[config.mk]
export PLATFORM = sky130hd
export DESIGN_NAME = grng_sample_collector
export DESIGN_NICKNAME = d
export VERILOG_FILES = /design/src/rtl/grng_pkg.sv /design/src/rtl/grng_sample_fifo.sv /design/src/rtl/grng_sample_collector.sv
export SDC_FILE = /design/constraint.sdc
export NUM_CORES = 1
export LEC_CHECK = 0
export CELL_PAD_IN_SITES_DETAIL_PLACEMENT = 1
export CELL_PAD_IN_SITES_GLOBAL_PLACEMENT = 2
export CORE_MARGIN = 2
export CORE_UTILIZATION = 41
export CTS_BUF_LIST = sky130_fd_sc_hd__clkbuf_4
export DETAILED_ROUTE_END_ITERATION = 8
export PLACE_DENSITY = 0.8
export SLEW_MARGIN = 20
export SYNTH_ARGS = -nofsm -noshare
export SYNTH_HDL_FRONTEND = slang
export SYNTH_SLANG_ARGS = --single-unit
[constraint.sdc]
create_clock -name clk -period 3.6 [get_ports clk]
set_clock_uncertainty 0.15 [all_clocks]
set_input_delay 0.72 -clock clk [delete_from_list [all_inputs] [get_ports clk]]
set_output_delay 0.72 -clock clk [all_outputs]
set_load 0.02 [all_outputs]
[src/rtl/grng_pkg.sv]
// Shared definitions for the Gaussian RNG datapath: Q7.28 sample format and
// the ziggurat tail-classification helper.
package grng_pkg;

    localparam int Q_W    = 36;
    localparam int Q_FRAC = 28;
    localparam int IDX_W  = 8;

    // A candidate belongs to the tail path when it came from the base strip
    // (rect_idx 0) or while the tail sampler is still iterating.
    function automatic logic is_tail(input logic [IDX_W-1:0] idx, input logic do_while);
        return (idx == '0) || do_while;
    endfunction

endpackage

[src/rtl/grng_sample_fifo.sv]
// DEPTH-entry sample FIFO: synchronous write, asynchronous fall-through read,
// occupancy count exported so the collector can compute back-pressure.
module grng_sample_fifo #(
    parameter int DEPTH = 16,
    parameter int LOG2D = 4,
    parameter int W     = 36
) (
    input  logic             clk,
    input  logic             rst_n,
    input  logic             push,
    input  logic [W-1:0]     push_data,
    input  logic             pop,
    output logic [W-1:0]     pop_data,
    output logic [LOG2D:0]   count
);

    localparam logic [LOG2D:0] FULL = DEPTH[LOG2D:0];

    logic [W-1:0]     mem [DEPTH];
    logic [LOG2D-1:0] wr_ptr;
    logic [LOG2D-1:0] rd_ptr;
    logic             wr_en;
    logic             rd_en;

    // A push into a full FIFO is only accepted when a pop frees the slot in the same cycle.
    assign rd_en    = pop && (count != '0);
    assign wr_en    = push && ((count != FULL) || rd_en);
    assign pop_data = mem[rd_ptr];

    always_ff @(posedge clk) begin
        if (wr_en) begin
            mem[wr_ptr] <= push_data;
        end
    end

    always_ff @(posedge clk or negedge rst_n) begin
        if (!rst_n) begin
            wr_ptr <= '0;
            rd_ptr <= '0;
            count  <= '0;
        end else begin
            if (wr_en) wr_ptr <= wr_ptr + 1'b1;
            if (rd_en) rd_ptr <= rd_ptr + 1'b1;
            case ({wr_en, rd_en})
                2'b10:   count <= count + 1'b1;
                2'b01:   count <= count - 1'b1;
                default: count <= count;
            endcase
        end
    end

endmodule

[src/rtl/grng_sample_collector.sv]
// Pairs each issued ziggurat candidate with the decision registered one cycle
// later, queues accepted samples and keeps accept/reject/tail statistics.
module grng_sample_collector
    import grng_pkg::*;
#(
    parameter int DEPTH = 16,
    parameter int LOG2D = 4,
    parameter int CNT_W = 32
) (
    input  logic             clk,
    input  logic             rst_n,
    input  logic             in_valid,
    input  logic [IDX_W-1:0] in_rect_idx,
    input  logic [Q_W-1:0]   in_mult_value,
    input  logic             op_tail_case,
    input  logic             op_do_while,
    input  logic             op_reject,
    input  logic [Q_W-1:0]   op_value,
    output logic             in_ready,
    output logic             m_valid,
    input  logic             m_ready,
    output logic [Q_W-1:0]   m_data,
    output logic [CNT_W-1:0] acc_cnt,
    output logic [CNT_W-1:0] rej_cnt,
    output logic [CNT_W-1:0] tail_cnt
);

    localparam int               READY_LIM = DEPTH - 2;
    localparam logic [LOG2D+1:0] READY_MAX = READY_LIM[LOG2D+1:0];

    logic             pend_v;
    logic             pend_tail;
    logic [Q_W-1:0]   pend_x;
    logic [LOG2D:0]   count;
    logic             issue;
    logic             push;
    logic             pop;
    logic [Q_W-1:0]   push_data;
    logic [Q_W-1:0]   fifo_data;
    logic             unused_tail_case;

    // Handshakes: a candidate transfers when in_valid && in_ready, a sample
    // when m_valid && m_ready, both on the rising clock edge; neither ready
    // depends combinationally on its own valid.
    // in_ready reserves room for the pending decision plus the one issued now.
    assign in_ready  = ({1'b0, count} + {{(LOG2D + 1){1'b0}}, pend_v}) <= READY_MAX;
    assign issue     = in_valid && in_ready;
    assign push      = pend_v && (pend_tail ? !op_do_while : !op_reject);
    assign push_data = pend_tail ? op_value : pend_x;
    assign m_valid   = (count != '0);
    assign pop       = m_valid && m_ready;
    assign m_data    = m_valid ? fifo_data : '0;

    // The decision unit's tail flag is implied by rect_idx/do_while already.
    assign unused_tail_case = op_tail_case;

    grng_sample_fifo #(
        .DEPTH (DEPTH),
        .LOG2D (LOG2D),
        .W     (Q_W)
    ) u_fifo (
        .clk       (clk),
        .rst_n     (rst_n),
        .push      (push),
        .push_data (push_data),
        .pop       (pop),
        .pop_data  (fifo_data),
        .count     (count)
    );

    always_ff @(posedge clk or negedge rst_n) begin
        if (!rst_n) begin
            pend_v    <= 1'b0;
            pend_tail <= 1'b0;
            pend_x    <= '0;
            acc_cnt   <= '0;
            rej_cnt   <= '0;
            tail_cnt  <= '0;
        end else begin
            pend_v <= issue;
            if (issue) begin
                pend_tail <= is_tail(in_rect_idx, op_do_while);
                pend_x    <= in_mult_value;
            end
            if (push) acc_cnt <= acc_cnt + 1'b1;
            if (push && pend_tail) tail_cnt <= tail_cnt + 1'b1;
            if (pend_v && !pend_tail && op_reject) rej_cnt <= rej_cnt + 1'b1;
        end
    end

    a_no_issue_when_busy : assert property (@(posedge clk) disable iff (!rst_n) !(in_valid && !in_ready));

endmodule
==> summary.txt, run 1 <==
STA
  • Final TNS setup: -7970 ps
  • Post-route setup slack: -302 ps
  • Final Hold Fails: 0
  • Final period utilization: 108%
  • RSZ-0062 raised after global routing: true
  • Maximum clock rate: 256 MHz
  • Slew @ Worst Pin: 934 ps
  • Slew Limit Fails: 0
  • Final min period: 3900 ps
  • Slew margin rel.: 37.7%
  • Finish-stage setup viols: 37

Finish
  • Area Overhead vs Synth: 26.0%
  • Share of post-route cells with drive strength above 1: 36.6%
  • Final Cell Area: 36,500 sq um
  • Fin nets: 2,049
  • Fillers: 6,501
  • Most common library cell in the layout ignoring fill and taps: edfxtp_1
  • Most frequent cells in the layout: edfxtp_1, clkbuf_4, clkdlybuf4s50_1
  • Final core occ: 52.1%

Global route
  • Grt total ovfl: 0
  • First-pass GRT wire length: 114,000 microns
  • Largest net degree at the start of global routing: 68
  • Initial antenna violation count: 3
  • Vias in the first global route: 18,176
  • Tot GR Track Use: 20.9%

Worst setup path
  • Critical Path End Type: output port
  • Crit-path max FO: 8
  • Cell mode on critical path: buf_4
  • CP Class: reg2out
  • Worst EP required: 2730 ps
  • CP Launch Type: register
  • Worst EP arrival: 3030 ps
  • CP cell instances: buf_4, bufbuf_16, mux4_2, mux2i_2, o22ai_2, buf_4
  • Slowest cell on the critical path: mux4_2
  • Reg2reg path depth: 9
  • Crit path largest cell delay: 530 ps

Floorplanning
  • Core Area: 70,000 sq um
  • Initial Utilization: 41.3%
  • I/O pins: 221
  • # rows: 97
  • Die Wd: 270 microns
  • Die ar.: 72,800 sq um
  • Die H: 270 microns

Synthesis
  • Post-Syn Area: 29,000 sq um
  • Mapped Avg Cell Area: 19.5 sq um
  • Seq cells post-synth: 723
  • Distinct cell type count after synthesis: 48
  • Post-Synthesis Cells: 1,484
  • Ys flop type: edfxtp_1
  • Synth warnings: 0
  • EDFF count, synth: 576
  • Net Count, Synth: 1,585
  • Synth async-reset ratio: 20.3%
  • Sequential-to-total area share from yosys stat: 72.4%

Power
  • Power consumption: 28.8 mW
  • PD cells: 790 nW/um^2
  • Leak: 12.9 nW
  • Peak supply drop: 444 uV

Place
  • Placed cell area: 33,000 sq um
  • Port Buf Inserts: 219
  • Gp weighted congestion: 0.755
  • DP HPWL: 42,000 microns

Drt
  • Final antenna-violating net count: 0
  • Via count: 16,371
  • WL/cell: 25.3 microns
  • DR pass1 iterations: 5
  • Remaining DRCs: 0
  • Final WL: 76,600 microns
  • DRT iter0 DRCs: 1,178
  • Vias per cell: 5.41

Status
  • Failing checks: setup timing
  • Outcome: finished, violations left

CTS
  • Clock Sinks: 723
  • Clk slew on worst S/H paths: 70 ps
  • CTS tree: yes
  • CTS buffer count: 187
  • CTS Root Cell: clkbuf_4
  • H-tree depth: 4
  • Maximum buffer depth of the clock tree: 3
  • Worst skew pair latency: 1060 ps

Job
  • Max cap viols: 0

Worst hold path
  • Hold Path Class: in2async
-- what timing repair did --
action | in CTS | in global routing
setup endpoints to repair | 38 | 37
hold buffers | 1 | 0
cloned | 15 | 3
buffers inserted | 20 | 8
pin swaps | 18 | 13
resized for setup | 236 | 45
hold endpoints to repair | 64 | 0
-- logic make-up after synthesis --
| kind of cell | synth area share, % |
|---|---|
| AND/OR/NAND/NOR | 4.11 |
| multiplexers | 17.1 |
| flip-flops | 72.4 |
| AO/OA/AOI/OAI | 1.27 |
| buffers and inverters | 1.30 |
| adder cells (fa/ha/maj) | 0.631 |
| XOR/XNOR | 3.12 |
-- state kept, by name (all words and copies together), names as in the netlist --
name           cells
u_fifo.count       5
rej_cnt           32
pend_tail          1
pend_x            36
u_fifo.rd_ptr      4
u_fifo.mem       576
pend_v             1
acc_cnt           32
tail_cnt          32
u_fifo.wr_ptr      4
-- final cells by class --
| cell class | instances | area, sq um | area share (%) |
|---|---|---|---|
| sequential | 723 | 21000 | 57.5 |
| multi-input combinational | 680 | 7920 | 21.7 |
| timing repair buffer | 346 | 4000 | 11.0 |
| clock buffer | 273 | 2050 | 5.62 |
| tap | 940 | 1180 | 3.22 |
| clock inverter | 44 | 279 | 0.765 |
| inverter | 10 | 37.5 | 0.103 |
| antenna | 8 | 20.0 | 0.0549 |
-- metal layers --
metal | vias to the layer above | global-route usage (%) | wire, microns | part of all wire, %
li1 | 7016 | - | - | -
met5 | - | 0 | 11 | 0.014
met3 | 133 | 5.78 | 5370 | 7.0
met1 | 8599 | 26.3 | 30800 | 40
met2 | 621 | 34.7 | 38700 | 51
met4 | 2 | 7.51 | 1720 | 2.2
-- Yosys cell counts (all sizes together), types with 15 or more instances --
library cell	n	area (sq um)
mux2	80	976
and3	15	98.8
nand4	44	275
mux2i	74	741
nand2	35	131
and2	21	131
o22ai	36	225
xnor2	86	753
clkbuf	41	154
dfrtp	147	3680
xor2	17	149
buf	30	185
edfxtp	576	17300
nand3	35	175
mux4	144	3240
-- metrics by stage --
| stage | instances | worst slack, ps | hold slack (ps) |
|---|---|---|---|
| 2_1_floorplan | 1484 | 638 | 274 |
| 3_3_place_gp | 2653 | 238 | 314 |
| 3_5_place_dp | 2653 | 220 | 316 |
| 4_1_cts | 3005 | -345 | 15.2 |
| 5_1_grt | 3023 | -437 | 37.7 |
| 6_report | 3024 | -302 | 117 |
-- report_power, final --
group / switching (mW) / total [mW] / leakage (nW) / internal (mW)
clock network: 3.52 / 7.09 / 1.39 / 3.56
registers: 0.510 / 11.1 / 7.10 / 10.6
logic: 5.50 / 10.6 / 4.43 / 5.12
-- final timing paths --
check / startpoint / endpoint / slack (ps)
max: u_fifo.rd_ptr[0] / m_data[5] / -300
min: rst_n / pend_x[31] / 120
max reg2reg: u_fifo.count[1] / u_fifo.count[4] / 560
min reg2reg: rej_cnt[31] / rej_cnt[31] / 320
max in group asynchronous: rst_n / rej_cnt[5] / 2350
min in group clk: in_mult_value[15] / pend_x[15] / 130
-- critical path: cells and delay by family, from the launching register on --
kind            cells  cell delay [ps]
compound gates      1              150
mux                 2              760
flops               1              450
buf+inv             3              650
Power figures use the tool's default switching activity.
==> inputs of run 2 (changes only) <==
Settings changed: CORE_MARGIN 2 to 4, CORE_UTILIZATION 41 to 26, PLACE_DENSITY 0.8 to 0.58.
==> summary.txt, run 2 (same netlist as run 1, synthesis figures left out) <==
Place
  • Placed cell area: 33,700 sq um
  • Port Buf Inserts: 219
  • DP HPWL: 44,900 microns
  • Gp weighted congestion: 0.716
  • Setup Slack @ Placement: 161 ps
  • Inst Count DP: 3,203

Floorplanning
  • Die H: 342 microns
  • Core Area: 111,000 sq um
  • I/O pins: 221
  • Die ar.: 117,000 sq um
  • Die Wd: 342 microns
  • # rows: 122
  • Initial Utilization: 26.2%

Power
  • Power consumption: 30.0 mW
  • Reg power frac: 36.9%
  • PD cells: 788 nW/um^2
  • Leak: 13.3 nW
  • NetSw: 9.90 mW
  • Combinational share of power: 38.9%
  • Switching fraction of total power: 33.0%
  • Peak supply drop: 250 uV
  • Clock power frac: 24.2%
  • P_int: 20.1 mW

Drt
  • WL/cell: 22.1 microns
  • Remaining DRCs: 0
  • DR pass1 iterations: 4
  • Final antenna-violating net count: 0
  • Final WL: 80,900 microns
  • DRT iter0 DRCs: 836
  • Via count: 16,335
  • Vias per cell: 4.46

Worst setup path
  • CP cell instances: buf_12, buf_12, clkbuf_16, mux4_2, mux2i_1, o22ai_2, buf_6
  • Reg2reg end: u_fifo.count[4]
  • CP Class: reg2out
  • CP bufs+invs: 4
  • Cell mode on critical path: buf_12
  • Top Family by Delay on Critical Path: multiplexers
  • Critical Path End: m_data[0]
  • Reg2reg path depth: 9
  • Worst EP arrival: 2980 ps
  • CP Depth: 7
  • CP startpoint: u_fifo.rd_ptr[0]
  • CP Launch Type: register
  • Reg2reg setup slack: 290 ps
  • Critical Path End Type: output port
  • Worst EP required: 2730 ps
  • Reg2reg start: u_fifo.count[1]
  • Slowest cell on the critical path: mux4_2
  • Crit-path max FO: 7
  • Crit path largest cell delay: 500 ps

STA
  • Final period utilization: 107%
  • RSZ-0062 raised after global routing: true
  • Fin Hold WS: 183 ps
  • Slew margin rel.: 40.4%
  • Slew Limit Fails: 0
  • Finish-stage setup viols: 37
  • Maximum clock rate: 260 MHz
  • Final Hold Fails: 0
  • Slew @ Worst Pin: 894 ps
  • Final min period: 3850 ps
  • Post-route setup slack: -250 ps

Finish
  • Most frequent cells in the layout: edfxtp_1, clkbuf_4, clkdlybuf4s50_1
  • Max reg flops: 576
  • Most common library cell in the layout ignoring fill and taps: edfxtp_1
  • Area Overhead vs Synth: 31.4%
  • Non-filler cells, final: 3,663
  • Final Cell Area: 38,000 sq um
  • Largest register by flop count: u_fifo.mem
  • Fillers: 11,246
  • Top Registers: u_fifo.mem: 576 flops, pend_x: 36 flops
  • Fin nets: 2,116
  • Multi-input gate area: 8010 sq um
  • Seq. cell area: 21,000 sq um
  • Share of post-route cells with drive strength above 1: 37.1%

CTS
  • H-tree depth: 4
  • Maximum buffer depth of the clock tree: 3
  • Clock Sinks: 723
  • CTS Root Cell: clkbuf_4
  • CTS buffer count: 196
  • Clk slew on worst S/H paths: 70 ps
  • CTS tree: yes
  • Worst skew pair latency: 1040 ps

Global route
  • Vias in the first global route: 18,433
  • Grt total ovfl: 0
  • Initial antenna violation count: 9
  • First-pass GRT wire length: 120,000 microns
  • Tot GR Track Use: 13.9%
  • Largest net degree at the start of global routing: 61

Worst hold path
  • Hold Path Class: in2reg

Status
  • Outcome: finished, violations left
  • Failing checks: setup timing

Job
  • Max cap viols: 0
run 2: changes by cell type in the layout (fill, tap and decap cells not counted), moves of 3 or more:
cell / before / now
buf_6: 24 / 33
mux2i_1: 52 / 48
buf_4: 68 / 85
buf_12: 31 / 46
o22ai_4: 1 / 4
clkbuf_4: 273 / 276
mux2i_4: 3 / 6
buf_16: 19 / 15
dlygate4sd3_1: 1 / 30
clkinv_2: 7 / 13
clkinv_1: 23 / 45
buf_2: 14 / 8
run 2: timing repair:
action                                  in CTS  in global routing
buffers inserted                            46                 13
endpoints found under the setup margin      38                 37
hold endpoints to repair                   106                  0
pin swaps                                   14                 20
cloned                                      16                  3
hold buffers                                30                  0
resized for setup                          274                 48
run 2: metal layers:
| layer | vias up | track usage [%] | routed length (microns) |
|---|---|---|---|
| met1 | 8556 | 17.3 | 34500 |
| li1 | 7196 | - | - |
| met4 | 6 | 4.71 | 1880 |
| met2 | 422 | 23.2 | 40300 |
| met5 | - | 0 | 41 |
| met3 | 155 | 3.81 | 4220 |
run 2: layout make-up:
| class | count | area share (%) |
|---|---|---|
| antenna | 9 | 0.0592 |
| clock buffer | 276 | 5.45 |
| clock inverter | 73 | 1.07 |
| inverter | 10 | 0.0987 |
| multi-input combinational | 680 | 21.1 |
| sequential | 723 | 55.2 |
| tap | 1488 | 4.89 |
| timing repair buffer | 404 | 12.2 |
run 2: power groups by stage:
stage | sequential [mW] | combinational [mW] | clock (mW)
6_report | 11.1 | 11.7 | 7.24
5_1_grt | 11.1 | 12.5 | 8.09
4_1_cts | 11.1 | 11.4 | 7.61
3_5_place_dp | 11.2 | 9.37 | 0
3_3_place_gp | 11.2 | 9.20 | 0
2_1_floorplan | 11.1 | 5.67 | 0
run 2: worst min-delay path by stage:
stage,from,to,slack [ps],depth (start not counted)
detailed placement,acc_cnt[31],acc_cnt[31],310,1
global route,in_mult_value[21],pend_x[21],40,2
finish,in_mult_value[31],pend_x[31],180,2
CTS,in_mult_value[22],pend_x[22],8,2
global placement,rej_cnt[31],rej_cnt[31],310,1
floorplan,rst_n,acc_cnt[0],270,0
run 2: through the flow:
stage	utilization [%]	TNS, ps
6_report	34.4	-6930
5_1_grt	34.4	-15430
4_1_cts	34.1	-14590
2_1_floorplan	-	0
3_5_place_dp	30.5	0
3_3_place_gp	30.5	0
==> inputs of run 3 (changes only) <==
--- a/constraint.sdc
+++ b/constraint.sdc
@@ -4,2 +4,2 @@
 set_output_delay 0.72 -clock clk [all_outputs]
-set_load 0.02 [all_outputs]
+set_load 0.01 [all_outputs]
==> summary.txt, run 3 (same netlist as run 1, synthesis figures left out) <==
CTS
  • CTS tree: yes
  • Clock Sinks: 723
  • Maximum buffer depth of the clock tree: 3
  • Worst skew pair latency: 1020 ps
  • Clk slew on worst S/H paths: 60 ps
  • H-tree depth: 4
  • CTS buffer count: 198
  • CTS Root Cell: clkbuf_4

Place
  • Placed cell area: 33,800 sq um
  • DP HPWL: 44,700 microns
  • Gp weighted congestion: 0.720
  • Port Buf Inserts: 219

STA
  • Final min period: 3840 ps
  • RSZ-0062 raised after global routing: true
  • Final period utilization: 107%
  • Post-route setup slack: -242 ps
  • Slew @ Worst Pin: 915 ps
  • Final TNS setup: -5870 ps
  • Slew Limit Fails: 0
  • Maximum clock rate: 260 MHz
  • Final Hold Fails: 0
  • Finish-stage setup viols: 37
  • Slew margin rel.: 38.1%

Worst setup path
  • Cell mode on critical path: buf_12
  • CP cell instances: buf_12, buf_12, buf_16, buf_4, mux4_2, mux2i_4, o22ai_2, buf_2
  • Crit-path max FO: 10
  • Worst EP arrival: 2970 ps
  • CP bufs+invs: 5
  • Crit path largest cell delay: 500 ps
  • Reg2reg path depth: 6
  • Critical Path End Type: output port
  • Worst EP required: 2730 ps
  • Top Family by Delay on Critical Path: buffers and inverters
  • Slowest cell on the critical path: dfrtp_4
  • CP Depth: 8
  • CP Class: reg2out
  • CP Launch Type: register

Finish
  • Area Overhead vs Synth: 32.8%
  • Fillers: 11,200
  • Final Cell Area: 38,500 sq um
  • Most common library cell in the layout ignoring fill and taps: edfxtp_1
  • Largest register by flop count: u_fifo.mem
  • Top Registers: u_fifo.mem: 576 flops, pend_x: 36 flops
  • Fin nets: 2,130
  • Share of post-route cells with drive strength above 1: 39.1%
  • Max reg flops: 576
  • Most frequent cells in the layout: edfxtp_1, clkbuf_4, clkdlybuf4s50_1

Status
  • Failing checks: setup timing
  • Outcome: finished, violations left

Drt
  • Vias per cell: 4.45
  • Via count: 16,352
  • DRT iter0 DRCs: 821
  • DR pass1 iterations: 5
  • WL/cell: 22.3 microns
  • Remaining DRCs: 0
  • Final WL: 81,800 microns
  • Final antenna-violating net count: 0

Power
  • Peak supply drop: 295 uV
  • Power consumption: 30.0 mW
  • PD cells: 780 nW/um^2
  • Leak: 13.5 nW

Global route
  • Tot GR Track Use: 14.0%
  • Largest net degree at the start of global routing: 66
  • Initial antenna violation count: 10
  • First-pass GRT wire length: 121,000 microns
  • Vias in the first global route: 18,400
  • Grt total ovfl: 0

Floorplanning
  • Die ar.: 117,000 sq um
  • Die H: 342 microns
  • Core Area: 111,000 sq um
  • # rows: 122
  • I/O pins: 221
  • Die Wd: 342 microns
  • Initial Utilization: 26.2%

Worst hold path
  • Hold path cells: 2
  • Hold Path Class: in2reg

Job
  • Max cap viols: 0
run 3: cell count changes in the layout (fill, tap and decap cells not counted), sizes merged:
cell / before / now
clkbuf: 279 / 303
bufbuf: 1 / 0
buf: 190 / 206
inv: 18 / 16
dlygate4sd3: 30 / 28
clkinv: 61 / 37
diode: 9 / 5
clkinvlp: 2 / 5
run 3: layer usage:
metal / track usage (%) / vias to the layer above / part of all wire, %
met5: 0 / - / 0.059
met4: 4.88 / 8 / 2.2
met3: 4.29 / 147 / 6.5
met2: 23.2 / 444 / 49
met1: 17.5 / 8525 / 42
li1: - / 7228 / -
run 3: report_power, final:
part	internal (mW)	leakage [nW]	switching, mW
clock network	3.96	1.52	3.52
registers	10.6	7.10	0.498
logic	5.84	4.83	5.59
run 3: final cells by class:
class / count / area (sq um) / share of cell area, %
multi-input combinational: 680 / 8120 / 21.1
inverter: 10 / 37.5 / 0.0976
sequential: 723 / 21000 / 54.6
clock inverter: 50 / 305 / 0.794
timing repair buffer: 416 / 4860 / 12.7
antenna: 5 / 12.5 / 0.0325
tap: 1488 / 1860 / 4.84
clock buffer: 301 / 2260 / 5.88
run 3: path summary, 6_finish.rpt:
kind                                   start                 end  slack (ps)
setup / recovery            u_fifo.rd_ptr[0]          m_data[23]        -240
max in group asynchronous              rst_n        tail_cnt[26]        1970
hold / removal             in_mult_value[20]          pend_x[20]         180
min in group asynchronous              rst_n         acc_cnt[22]         600
hold reg to reg                 tail_cnt[31]        tail_cnt[31]         330
setup reg to reg             u_fifo.count[0]  u_fifo.mem[10][34]         590
run 3: metrics by stage:
step	cells	util [%]	setup slack [ps]	hold WS (ps)
after floorplan	1484	-	638	274
after global placement	3200	30.5	208	314
after detailed placement	3200	30.5	207	313
after CTS	3641	34.2	-493	3.41
after global routing	3669	34.7	-468	49.1
final	3673	34.7	-242	185
run 3: worst register-to-register path: cells and delay by family, from the launching register on:
kind | cells | cell delay, ps
DFF | 1 | 410
AOI/OAI and AO/OA | 1 | 750
and+or+nand+nor | 3 | 1030
buffers and inverters | 2 | 400
run 3: what timing repair did:
action,in CTS,in global routing
hold endpoints to repair,173,0
gates cloned,16,2
setup buffers,46,32
hold buffers,29,0
gates resized for setup,246,75
pin swaps,23,15
setup endpoints to repair,38,37
==> variant 1, RTL diff (config.mk and constraints of run 3) <==
Register the output `acc_cnt` once more, with the module's reset; this adds one clock of latency there. The other outputs are not delayed to match.
--- a/src/rtl/grng_sample_collector.sv
+++ b/src/rtl/grng_sample_collector.sv
@@ -28,4 +28,6 @@
     localparam int               READY_LIM = DEPTH - 2;
     localparam logic [LOG2D+1:0] READY_MAX = READY_LIM[LOG2D+1:0];
+
+    logic [CNT_W-1:0] acc_cnt_s0;
 
     logic             pend_v;
@@ -74,5 +76,5 @@
             pend_tail <= 1'b0;
             pend_x    <= '0;
-            acc_cnt   <= '0;
+            acc_cnt_s0 <= '0;
             rej_cnt   <= '0;
             tail_cnt  <= '0;
@@ -83,5 +85,5 @@
                 pend_x    <= in_mult_value;
             end
-            if (push) acc_cnt <= acc_cnt + 1'b1;
+            if (push) acc_cnt_s0 <= acc_cnt_s0 + 1'b1;
             if (push && pend_tail) tail_cnt <= tail_cnt + 1'b1;
             if (pend_v && !pend_tail && op_reject) rej_cnt <= rej_cnt + 1'b1;
@@ -91,3 +93,11 @@
     a_no_issue_when_busy : assert property (@(posedge clk) disable iff (!rst_n) !(in_valid && !in_ready));
 
+    always_ff @(posedge clk or negedge rst_n) begin
+        if (!rst_n) begin
+            acc_cnt <= '0;
+        end else begin
+            acc_cnt <= acc_cnt_s0;
+        end
+    end
+
 endmodule
Function: changed (a bounded check fails within 4 cycles, from zero or initial values and one cycle with rst_n low).
==> variant 1 against run 3 <==
Final area is 1.4% higher; the run still ends with negative setup slack left; setup slack worse by 0.029 ns; synthesized area rose by 3.0%; worst hold slack worse by 0.0022 ns; critical path type unchanged; wire length rose by 2.5%; sequential cell count rose by 32; critical path depth decreased by 1; total power decreased by 0.95%.
==> variant 1: results (changes against run 3) <==
- Status: finished, violations left
- Failing checks: negative setup slack
- P_comb: 10.5 mW (-8%)
- Peak supply drop: 328.6 uV (+11%)
- Worst Setup Slack, final: -0.2706 ns (-0.02874 ns)
- Internal power: 20.15 mW (-1.2%)
- Min-Delay Endpoint: pend_x[23]$_DFFE_PN0P_
- Minimum hold slack: 0.1826 ns (-0.002189 ns)
- DRT iter0 DRCs: 1082 (+32%)
- Syn Nets: 1627 (+2.6%)
- Top power group: registers
- Fill cells: 11740 (+4.8%)
- Register area share after synthesis: 73.00% (+0.56 points)
- Area contributors post-synth: edfxtp_1, dfrtp_1, mux4_2
- Total negative slack: -7.305 ns (-1.436 ns)
- # setup viols final: 37 (unchanged)
- DR vias: 16770 (+2.5%)
- Met1 WL: 36050 microns (+5.1%)
- Synth cell count leaders: edfxtp_1, dfrtp_1, mux4_2
- Placed Instances: 3268 (+2.1%)
- Async set-reset flop share out of synthesis: 23.71% (+3.4 points)
- HP Start: in_mult_value[23]
- Power share of the clock group: 25.9% (+1.0 points)
- Met3 usage: 4.144% (-0.15 points)
- Crit Path Max Fanout: 6 (-4)
- Cells after Synth: 1526 (+2.8%)
- Total CTS buffers: 204 (+3.0%)
- Worst-Margin Slew: 0.9425 ns (+0.02789 ns)
- Kind of cell adding the most delay to the critical path: multiplexers
- WP data arrival: 3.00 ns (+0.03 ns)
- Crit path largest cell delay: 0.52 ns (+0.02 ns)
- Global Route Usage Sum: 13.85% (-0.19 points)
- Post-Place Cell Area: 34870 sq um (+3.2%)
- Pleak: 13.96 nW (+3.8%)
- Vias per cell: 4.483 (+0.69%)
- Routed wl met3: 4951 microns (-6.4%)
- Antenna violations before repair: 8 (-2)
- Pre-CTS setup slack: 0.002308 ns (-0.2045 ns)
- Reg clk slew, reported paths: 0.07 ns
- Nets: 2155 (+1.2%)
- Share of post-route cells with drive strength above 1: 36.08% (-3.0 points)
- Net load switching power: 9.566 mW (-0.38%)
- GR Layer Usage met2: 22.91% (-0.25 points)
- Crit path to: m_data[33]
- Vias in the first global route: 18720 (+1.8%)
- Wire per inst: 22.40 microns (+0.62%)
- Slowest CP cell: mux4_2
- Routed wl met2: 41310 microns (+2.3%)
- First-pass GRT wire length: 124300 microns (+2.6%)
- R2r endpoint: u_fifo.count[4]$_DFFE_PN0P_
- Clk_lat worst skew: 1.06 ns (+0.04 ns)
- R2R cell count: 9 (+3)
- Internal reg-to-reg setup slack: 0.40 ns (-0.19 ns)
- 1st-pass router iterations: 4 (-1)
- Distinct cells, synth: 50 (+4.2%)
- Largest net degree at the start of global routing: 60 (-9.1%)
- Met1 Use GR: 17.70% (+0.17 points)
## variant 1: repair_timing
item	in CTS	in global routing
endpoints found under the hold margin	199	0
gates cloned	11	1
gates resized for setup	237	53
pin swaps	26	21
hold buffers	35	0
setup buffers	36	15
endpoints found under the setup margin	38	38
## variant 1: final cells by class
type / instances / area, sq um / area share [%]
repair buffers: 391 / 4539 / 11.65
diodes: 8 / 20.02 / 0.05136
flip-flops and latches: 755 / 21790 / 55.91
well taps: 1512 / 1892 / 4.853
clock buffers: 288 / 2162 / 5.547
clock inverters: 84 / 462.9 / 1.188
multi-input cells: 689 / 8061 / 20.68
inverters: 13 / 48.80 / 0.1252
## variant 1: kinds of logic (layout without fill, tap and decap cells)
logic type                 after synthesis  count (layout)  synth area share, %
DFF                                    755             755                73.00
adders and majority gates               14              14               0.6124
AOI/OAI and AO/OA                       54              54                1.174
and+or+nand+nor                        218             218                4.224
muxes                                  300             300                16.72
other                                    0               8                    0
buffers and inverters                   82             776                1.246
xor gates and xnor gates               103             103                3.024
==> variant 2, RTL diff (settings of run 3) <==
Made on the original files. Change the package constant `IDX_W` from 8 to 9.
--- a/src/rtl/grng_pkg.sv
+++ b/src/rtl/grng_pkg.sv
@@ -5,5 +5,5 @@
     localparam int Q_W    = 36;
     localparam int Q_FRAC = 28;
-    localparam int IDX_W  = 8;
+    localparam int IDX_W  = 9;
 
     // A candidate belongs to the tail path when it came from the base strip
Ports: changed (resized in_rect_idx); port bits go from 221 to 222. No check against the original RTL was run, so the function may have changed too.
==> variant 2 against run 3 <==
The run still ends with negative setup slack left; clock power decreased by 1%; total power down 1.2%; sequential cell count unchanged; wire length grew 1.0%; final area shrank 1.1%; setup slack improved by 0.022 ns; maximum frequency rose by 0.58%; synthesized area about the same; critical endpoint is now m_data[18]; largest cell class unchanged.
==> variant 2: results (changes against run 3) <==
- Vias in the first global route: 18650 (+1.4%)
- Internal reg-to-reg setup slack: 0.32 ns (-0.27 ns)
- WHS Path Cells: 2 (unchanged)
- Global Route Usage Sum: 14.23% (+0.18 points)
- HP Start: in_mult_value[5]
- Port Buf Inserts: 220 (+0.46%)
- Pre-CTS setup slack: -0.07094 ns (-0.2777 ns)
- Comb_multi_in: 701 (+3.1%)
- Area contributors post-synth: edfxtp_1, dfrtp_1, mux4_2
- Fill cells: 11270 (+0.62%)
- Placed Instances: 3222 (+0.69%)
- Final GP Congestion: 0.7116 (-1.1%)
- Total negative slack: -6.183 ns (-0.3144 ns)
- Seq pwr share: 38.1% (+1.1 points)
- Fraction of area in non-clock buffers: 11.84% (-0.81 points)
- Routed wl met3: 5368 microns (+1.5%)
- Pleak: 13.25 nW (-1.5%)
- Nets: 2123 (-0.33%)
- Minimum hold slack: 0.1591 ns (-0.02573 ns)
- Crit path largest cell delay: 0.54 ns (+0.04 ns)
- Multi-input gate share of total cell area: 21.24% (+0.13 points)
- R2R cell count: 10 (+4)
- Kind of cell adding the most delay to the critical path: multiplexers
- Slowest CP cell: dfrtp_4
- Setup Buffers After CTS: 38 (-17%)
- # setup viols final: 36 (-2.7%)
- Worst-Margin Slew: 0.8736 ns (-0.04094 ns)
- Worst Setup Slack, final: -0.2197 ns (+0.02212 ns)
- R2r endpoint: u_fifo.mem[5][29]$_DFFE_PP_
- Post-Place Cell Area: 33900 sq um (+0.28%)
- WP data arrival: 2.95 ns (-0.02 ns)
- DR vias: 16480 (+0.78%)
- Estimated wirelength of the detail-placed design: 46440 microns (+4.0%)
- Largest net degree at the start of global routing: 72 (+9.1%)
- CTS hold repair buffers: 27 (-6.9%)
- Vias per cell: 4.500 (+1.1%)
- Register area share after synthesis: 72.43% (about the same)
- Share of post-route cells with drive strength above 1: 36.92% (-2.2 points)
- Sequential Area: 20990 sq um (about the same)
- 1st-pass router iterations: 4 (-1)
- Non-clk bufs: 384 (-7.7%)
- Status: finished, violations left
- Peak supply drop: 422.6 uV (+43%)
- DRT Wirelength: 82600 microns (+1.0%)
- DRT iter0 DRCs: 815 (-0.73%)
- Routed wl met2: 40700 microns (+0.80%)
- Sw frac: 32.32% (+0.30 points)
- Post-CTS resize count: 247 (+0.41%)
- Failing checks: negative setup slack
- Crit path to: m_data[18]
- Cell Area, Synth: 28960 sq um (about the same)
- Clk_lat worst skew: 1.07 ns (+0.05 ns)
- Antenna violations before repair: 9 (-1)
- Min-Delay Endpoint: pend_x[5]$_DFFE_PN0P_
- Clock Network Area Fraction: 6.624% (-0.047 points)
- First-pass GRT wire length: 122300 microns (+0.99%)
- Met1 WL: 34240 microns (-0.19%)
- P&R area growth vs syn: 31.30%
- Avg Cell Area, Syn: 19.31 sq um (-1.0%)
- N_diodes: 10 (+5)
==> variant 2: cell types whose count changed in the layout (fill, tap and decap cells not counted), moves of 16 or more <==
cell            run 3  this run
and2_2             16         0
mux2i_1            39        57
xor2_1             17        34
mux2_2             60        78
mux2_4             20         1
xnor2_1            86        67
==> variant 2: per-layer routing <==
layer  track usage [%]  vias up
met4             5.187        6
met5                 0        -
met3             4.608      168
li1                  -     7255
met1             17.26     8556
met2             23.71      494
==> variant 2: logic make-up (layout without fill, tap and decap cells) <==
logic type | Yosys count | in the layout | synth area share (%)
AO/OA/AOI/OAI | 58 | 58 | 1.318
XOR/XNOR | 101 | 101 | 3.055
adder cells (fa/ha/maj) | 14 | 14 | 0.6308
buffers and inverters | 76 | 740 | 1.110
flip-flops | 723 | 723 | 72.43
multiplexers | 300 | 300 | 16.94
other | 0 | 10 | 0
AND/OR/NAND/NOR | 228 | 228 | 4.515
